$ cat config.mk
export PLATFORM = sky130hd
export DESIGN_NAME = id_ex_register
export DESIGN_NICKNAME = d
export VERILOG_FILES = /design/src/rtl/id_ex_register.sv
export SDC_FILE = /design/constraint.sdc
export NUM_CORES = 1
export LEC_CHECK = 0
export CORE_AREA = 2 2 134 136
export CTS_CLUSTER_DIAMETER = 80
export DETAILED_ROUTE_END_ITERATION = 8
export DIE_AREA = 0 0 136 138
export GPL_ROUTABILITY_DRIVEN = 0
export GPL_TIMING_DRIVEN = 0
export PLACE_DENSITY_LB_ADDON = 0.2
export SLEW_MARGIN = 20
export SYNTH_ARGS = -nofsm -noshare
export SYNTH_HDL_FRONTEND = slang
export SYNTH_SLANG_ARGS = --single-unit
$ cat constraint.sdc
create_clock -name clk -period 3.3 [get_ports clk]
set_clock_uncertainty 0.05 [all_clocks]
set_input_delay 0.33 -clock clk [delete_from_list [all_inputs] [get_ports clk]]
set_output_delay 0.33 -clock clk [all_outputs]
set_load 0.03 [all_outputs]
$ cat src/rtl/id_ex_register.sv
// ID/EX pipeline register with load-use hazard detection, bubble insertion on
// hazards and flushes, downstream hold, and saturating stall/flush counters.
module id_ex_register #(
  parameter int REG_ADDR_WIDTH = 5,
  parameter int DATA_WIDTH     = 32,
  parameter int CNT_WIDTH      = 16
) (
  input  logic                      clk,
  input  logic                      rst,
  input  logic                      ID_Valid,
  input  logic [REG_ADDR_WIDTH-1:0] ID_Rs1,
  input  logic [REG_ADDR_WIDTH-1:0] ID_Rs2,
  input  logic [REG_ADDR_WIDTH-1:0] ID_Rd,
  input  logic                      ID_UsesRs1,
  input  logic                      ID_UsesRs2,
  input  logic [DATA_WIDTH-1:0]     ID_RegData1,
  input  logic [DATA_WIDTH-1:0]     ID_RegData2,
  input  logic [DATA_WIDTH-1:0]     ID_Imm,
  input  logic [DATA_WIDTH-1:0]     ID_PC,
  input  logic [7:0]                ID_Ctrl,
  input  logic                      EX_Flush,
  input  logic                      MEM_Hold,
  output logic                      ID_EX_Valid,
  output logic [REG_ADDR_WIDTH-1:0] ID_EX_Rs1,
  output logic [REG_ADDR_WIDTH-1:0] ID_EX_Rs2,
  output logic [REG_ADDR_WIDTH-1:0] ID_EX_Rd,
  output logic [DATA_WIDTH-1:0]     ID_EX_RegData1,
  output logic [DATA_WIDTH-1:0]     ID_EX_RegData2,
  output logic [DATA_WIDTH-1:0]     ID_EX_Imm,
  output logic [DATA_WIDTH-1:0]     ID_EX_PC,
  output logic [7:0]                ID_EX_Ctrl,
  output logic                      Stall,
  output logic [CNT_WIDTH-1:0]      StallCount,
  output logic [CNT_WIDTH-1:0]      FlushCount
);

  localparam int CTRL_MEMREAD = 6;

  typedef struct packed {
    logic                      valid;
    logic [REG_ADDR_WIDTH-1:0] rs1;
    logic [REG_ADDR_WIDTH-1:0] rs2;
    logic [REG_ADDR_WIDTH-1:0] rd;
    logic [DATA_WIDTH-1:0]     rdata1;
    logic [DATA_WIDTH-1:0]     rdata2;
    logic [DATA_WIDTH-1:0]     imm;
    logic [DATA_WIDTH-1:0]     pc;
    logic [7:0]                ctrl;
  } stage_t;

  typedef enum logic [1:0] {
    ACT_LOAD,
    ACT_HOLD,
    ACT_FLUSH,
    ACT_STALL
  } action_e;

  stage_t                 stage_q, stage_d;
  stage_t                 id_stage;
  logic [CNT_WIDTH-1:0]   stall_cnt_q, stall_cnt_d;
  logic [CNT_WIDTH-1:0]   flush_cnt_q, flush_cnt_d;
  logic                   rs1_hit, rs2_hit;
  logic                   load_use;
  action_e                action;

  // Hazard only when the instruction in EX is a real load to a non-zero rd.
  always_comb begin
    rs1_hit  = ID_UsesRs1 && (ID_Rs1 == stage_q.rd);
    rs2_hit  = ID_UsesRs2 && (ID_Rs2 == stage_q.rd);
    load_use = ID_Valid && stage_q.valid && stage_q.ctrl[CTRL_MEMREAD] &&
               (stage_q.rd != '0) && (rs1_hit || rs2_hit);
  end

  assign Stall = MEM_Hold || (load_use && !EX_Flush);

  always_comb begin
    if (MEM_Hold) begin
      action = ACT_HOLD;
    end else if (EX_Flush) begin
      action = ACT_FLUSH;
    end else if (load_use) begin
      action = ACT_STALL;
    end else begin
      action = ACT_LOAD;
    end
  end

  always_comb begin
    id_stage.valid  = ID_Valid;
    id_stage.rs1    = ID_Rs1;
    id_stage.rs2    = ID_Rs2;
    id_stage.rd     = ID_Rd;
    id_stage.rdata1 = ID_RegData1;
    id_stage.rdata2 = ID_RegData2;
    id_stage.imm    = ID_Imm;
    id_stage.pc     = ID_PC;
    // An invalid slot must never carry live control into EX.
    id_stage.ctrl   = ID_Valid ? ID_Ctrl : 8'h00;
  end

  always_comb begin
    stage_d     = stage_q;
    stall_cnt_d = stall_cnt_q;
    flush_cnt_d = flush_cnt_q;
    unique case (action)
      ACT_HOLD: begin
        stage_d = stage_q;
      end
      ACT_FLUSH: begin
        stage_d     = '0;
        flush_cnt_d = (&flush_cnt_q) ? flush_cnt_q : flush_cnt_q + 1'b1;
      end
      ACT_STALL: begin
        stage_d     = '0;
        stall_cnt_d = (&stall_cnt_q) ? stall_cnt_q : stall_cnt_q + 1'b1;
      end
      default: begin
        stage_d = id_stage;
      end
    endcase
  end

  always_ff @(posedge clk) begin
    if (rst) begin
      stage_q     <= '0;
      stall_cnt_q <= '0;
      flush_cnt_q <= '0;
    end else begin
      stage_q     <= stage_d;
      stall_cnt_q <= stall_cnt_d;
      flush_cnt_q <= flush_cnt_d;
    end
  end

  assign ID_EX_Valid    = stage_q.valid;
  assign ID_EX_Rs1      = stage_q.rs1;
  assign ID_EX_Rs2      = stage_q.rs2;
  assign ID_EX_Rd       = stage_q.rd;
  assign ID_EX_RegData1 = stage_q.rdata1;
  assign ID_EX_RegData2 = stage_q.rdata2;
  assign ID_EX_Imm      = stage_q.imm;
  assign ID_EX_PC       = stage_q.pc;
  assign ID_EX_Ctrl     = stage_q.ctrl;
  assign StallCount     = stall_cnt_q;
  assign FlushCount     = flush_cnt_q;

endmodule

* Word level (Yosys, flattened, before mapping)
Cells that the tools add are included.
** Operators by class
- Muxes and demuxes :: 5
- Add/subtract/negate cells :: 2
- Bitwise gates (word level) :: 2
- Eq/ne operators :: 5
- Reductions and logical operators :: 16
** Operators by type and width (number)
- $pmux W152 S2 :: 1
- $add A16 B1 Y16 const B :: 2
- $reduce_and A16 Y1 :: 2
- $eq A5 B5 Y1 :: 2
- $mux W8 :: 1
- $logic_and A1 B1 Y1 :: 7
- $mux W2 :: 3
- $reduce_bool A5 Y1 :: 1
- $eq A2 B2 Y1 const B :: 2
- $reduce_and A2 Y1 :: 2
- $eq A2 B1 Y1 const B :: 1
- $logic_or A1 B1 Y1 :: 2
- $not A1 Y1 :: 2
- $reduce_or A2 Y1 :: 1
- $logic_not A1 Y1 :: 1
** Word-level totals
- Input bits :: 158
- Flip-flop bits (word level) :: 184

* Longest topological paths before layout
- Depth in word-level cells :: 10
- Depth in mapped cells :: 7
- Mapped depth without buffers :: 6

* Worst setup path after synthesis
No wires, ideal clock.
- Path type :: register -> register
- Start point :: register stall_cnt_q[3] (netlist: StallCount[3])
- End point :: register stall_cnt_q[15] (netlist: StallCount[15])
- Data required time :: 3.129 ns
- Stages on the path, launching flop included :: 7
- Slack :: 0.914 ns
- Data arrival time :: 2.216 ns
- Library setup time :: 0.121 ns
- Buffers on the path :: 1
- Cells stage by stage :: dfxtp_1 > nand4_1 > or4_1 > nand2b_1 > clkbuf_1 > nor3_1 > mux2_2
** On the way
- Cells in the longest elaborated chain, start to end :: 3
- Elaborated cells between the ends (all ways) :: 4
** Ends and longest elaborated chain
- start, declared :: line 60 : logic [CNT_WIDTH-1:0] stall_cnt_q, stall_cnt_d;
- start signal, assigned :: line 130 : stall_cnt_q <= stall_cnt_d;
- parallel branches: the longest is 3 deep, another holds $add A16 B1 Y16
Parallel ways; which one is timed is not known.
A chain may end at the register's enable or synchronous reset.

* Worst setup path after layout
- Start point :: input EX_Flush
- End point :: output Stall
** On the way
- Cells in the longest elaborated chain, start to end :: 3
** Ends and longest elaborated chain
- start, declared :: line 21 : input logic EX_Flush,
- $logic_not A1 Y1 :: line 74 : assign Stall = MEM_Hold || (load_use && !EX_Flush);
- $logic_and A1 B1 Y1 :: line 74
- $logic_or A1 B1 Y1 :: line 74
- end, declared :: line 32 : output logic Stall,
Every way passes these cells.

==> results by group <==
Final layout
  – P&R area growth vs syn: 67.21%
  – # nets final: about 1,100
  – Final Util: between 60% and 70%
  – Share of layout cells above drive strength 1: under 10%
  – Fin cells: roughly 1,200
  – Final Instance Area: between 10,000 and 15,000 sq um
  – Fillers: around 1,500
  – Area of the multi-input gates: between 2000 and 3000 sq um
  – Register area: roughly 3700 sq um
  – Ant diodes: 0

Worst hold path
  – Hold path start: ID_EX_Valid
  – Hold path endpoint: ID_EX_Valid
  – WHS Path Cells: 2
  – Hold WC Path Type: register to register

Synth
  – Synth Area in XOR/XNOR: ~3.0%
  – Seq/Total Area, Yosys: between 50% and 60%
  – Compound-gate portion of the synthesized area: about 25%
  – Mux contribution to synthesized area: 0.6684%
  – Syn Nets: around 720
  – Post-Synth Adder-Cell Area: less than 1%
  – Post-synth top flop: dfxtp_1
  – Mean post-synth cell area: roughly 11 sq um
  – Post-synthesis cell type count: 40
  – Post-synth top area cell: dfxtp_1
  – Synth area leaders: dfxtp_1 58%, a22o_1 21%, xnor2_1 3.0%
  – Syn Inst Count: 564
  – Area fraction of the dominant cell type after synthesis: 57.87%
  – Asr flop ratio synth: 0%
  – Largest family of logic cells by synthesized area: compound AO/OA/AOI/OAI gates
  – Simple-Gate Fraction of Synth Area: slightly above 10%
  – Synthesized cell area: 6365 sq um
  – Yosys reg bits: between 150 and 200
  – Syn. warnings: 0
  – EDFF count, synth: 0

Die
  – Die Ht: about 140 microns
  – Die area: approximately 19,000 sq um
  – Initial Util: between 30% and 40%
  – Core ar.: 17,530 sq um
  – Num rows: roughly 50
  – I/O Pins: about 340
  – Die width: between 100 and 150 microns

Clock network
  – Clk pin slew, worst setup/hold paths: roughly 70 ps
  – CTS Hold Bufs: 0
  – Post-cts sizing count: 0
  – CTS tree: done
  – Clock Sinks: roughly 180
  – Clock Latency Late Sink: approximately 420 ps
  – Post-CTS setup buffers: 0
  – CTS Buffer Depth: 2
  – Num CTS Buffers: 17
  – H-tree level count: 4
  – CTS Root Buffer Type: clkbuf_16

Pwr
  – PwrDens: roughly 470 nW/um^2
  – Clock network power share: between 30 and 40%
  – Comb pwr share: ~13%
  – Sw Pwr: roughly 1.3 mW
  – Internal: between 3 and 4 mW
  – Peak VDD IR: 0.4715 mV
  – Leakage power: slightly below 4 nW
  – Sw Ratio: 26.39%
  – Part of the power in registers: between 40% and 50%

Worst setup path
  – CP most frequent cell: clkdlybuf4s50_1
  – Terminus of the critical flop-to-flop path: ID_EX_RegData2[14]
  – WS Path Type: input port to output port
  – Worst reg2reg path startpoint: ID_EX_Rd[0]
  – Cell Chain, Critical Path: clkdlybuf4s50_1, nand4b_1, o21ba_2, buf_1, a21o_1, clkdlybuf4s50_1
  – CP Launch Type: input port
  – Register-to-register setup slack: 410 ps
  – Critical-path top delay cell: clkdlybuf4s50_1
  – Slowest stage delay, CP: 670 ps
  – Register-to-Register Path Depth: 6
  – Crit Path Max Fanout: 10
  – CP required: 2920 ps
  – Worst setup EP type: output port
  – Arrival time worst endpoint: about 2800 ps
  – Setup crit start: EX_Flush

STA
  – Slew margin rel.: between 30% and 40%
  – Max-slew violation count: 0
  – Fin crit period: between 3000 and 4000 ps
  – Final setup viols: 0
  – Fmax: between 0.3 and 0.4 GHz
  – Worst-Margin Slew: approximately 1000 ps
  – TNS Setup: 0 ps
  – Tcrit/Tclk final: 94.94%
  – Final Hold Fails: 0
  – RSZ-0062 raised after global routing: no

Global route
  – Pin count of the biggest net entering global routing: 19
  – Vias in the first global route: 5,786
  – Overall routing resource usage: 22.14%
  – GR Overflow Total: 0
  – Initial antenna violation count: 0
  – First-pass GRT wire length: between 30,000 and 40,000 microns

Detailed routing
  – Drt total wl: ~21,000 microns
  – DR DRC count: 0
  – Initial DRC count: about 310
  – Antenna viol nets, final: 0
  – Total number of vias: approximately 6,000
  – DR vias/cell: a little over 5
  – Avg WL per Cell: approximately 18 microns
  – First-pass DRT Iterations: 6

Place
  – HPWL Detailed: 15,930 microns
  – Dpl cell area: 10,070 sq um
  – Number of buffers added on ports: 342
  – Placed insts: about 1,100

Flow run
  – Maxcap violations: 0

Run status
  – Outcome: finished clean
==> cells in the mapped netlist, types with 3 or more instances <==
cell type  count
or3_1         11
a22o_1       151
nor2_1        21
clkbuf_1      31
nand2_1       16
nand4b_1       4
nand3_1        9
nor3_1        11
nor2b_1        6
o31ai_1        5
o21ai_0        9
nor4_1         5
dfxtp_1      184
nand4_1       14
or4_1          9
xnor2_1       22
buf_2          8
or4b_2         3
a21oi_1       18
==> registers in the layout, indices dropped and copies added (netlist names) <==
name and count:
ID_EX_Ctrl 8, ID_EX_Rs1 5, ID_EX_Rd 5, StallCount 16
FlushCount 16, ID_EX_RegData1 32, ID_EX_PC 32, ID_EX_Valid 1
ID_EX_RegData2 32, ID_EX_Imm 32, ID_EX_Rs2 5
==> worst max path at each step <==
stage and end:
6_report Stall, 5_1_grt Stall, 4_1_cts Stall, 3_5_place_dp ID_EX_Imm[0], 3_3_place_gp ID_EX_PC[25], 2_1_floorplan StallCount[15]
==> cells by family (layout without fill, tap and decap cells) <==
kind of cell	Yosys count	in the layout
simple gates	116	116
compound gates	194	194
xor+xnor	22	22
buf+inv	42	416
fa+ha+maj	2	2
mux	4	4
flops	184	184
==> power groups by stage <==
stage / Combinational (mW) / Clock (mW) / Sequential, mW
after detailed placement: 0.668 / 0 / 2.38
after CTS: 0.669 / 2.00 / 2.34
after global placement: 0.664 / 0 / 2.39
after floorplan: 0.134 / 0 / 2.53
final: 0.664 / 1.95 / 2.34
after global routing: 0.702 / 2.09 / 2.34
==> worst max-delay path, delay by kind of cell <==
family / cells / cell delay (ps)
buf+inv: 3 / 1550
compound gates: 2 / 570
simple gates: 1 / 290
==> layout make-up <==
type | count | area share [%]
well taps | 229 | 2.692
multi-input cells | 338 | 23.68
clock buffers | 18 | 4.032
clock inverters | 14 | 1.246
plain buffers | 41 | 1.540
flip-flops and latches | 184 | 34.61
inverters | 1 | 0.03527
repair buffers | 342 | 32.17
==> cell usage in the layout, fill, tap and decap left out, drive strengths merged, types with 2 or more instances in the layout <==
| cell | n |
|---|---|
| o21ai | 9 |
| ha | 2 |
| nand2 | 16 |
| nor4 | 5 |
| nor3 | 11 |
| mux2i | 2 |
| clkdlybuf4s50 | 342 |
| o21bai | 2 |
| or4 | 9 |
| o31ai | 5 |
| nand3b | 2 |
| buf | 10 |
| nor2 | 21 |
| clkinv | 6 |
| nor2b | 6 |
| mux2 | 2 |
| nand4b | 4 |
| a21oi | 18 |
| xnor2 | 22 |
| dfxtp | 184 |
| clkbuf | 49 |
| nand3 | 9 |
| inv | 8 |
| nand4 | 14 |
| or3 | 11 |
| or4b | 3 |
| a22o | 151 |
==> stage by stage <==
step	worst slack, ps	hold WS [ps]	power [mW]
after floorplan	913.6	405.7	2.661
after CTS	162.7	422.4	5.004
after detailed placement	60.92	412.5	3.052
after global placement	94.23	406.4	3.049
final	166.9	423.0	4.953
after global routing	69.62	424.8	5.140
==> layer usage <==
layer  track usage (%)  vias up  wire (microns)
met5                 0        -               0
met3             7.077       34            1533
met4             7.785        0             522
met1             26.56     2768            8696
li1                  -     2880               -
met2             37.08      194           10280
(Power assumes the default switching activity.)
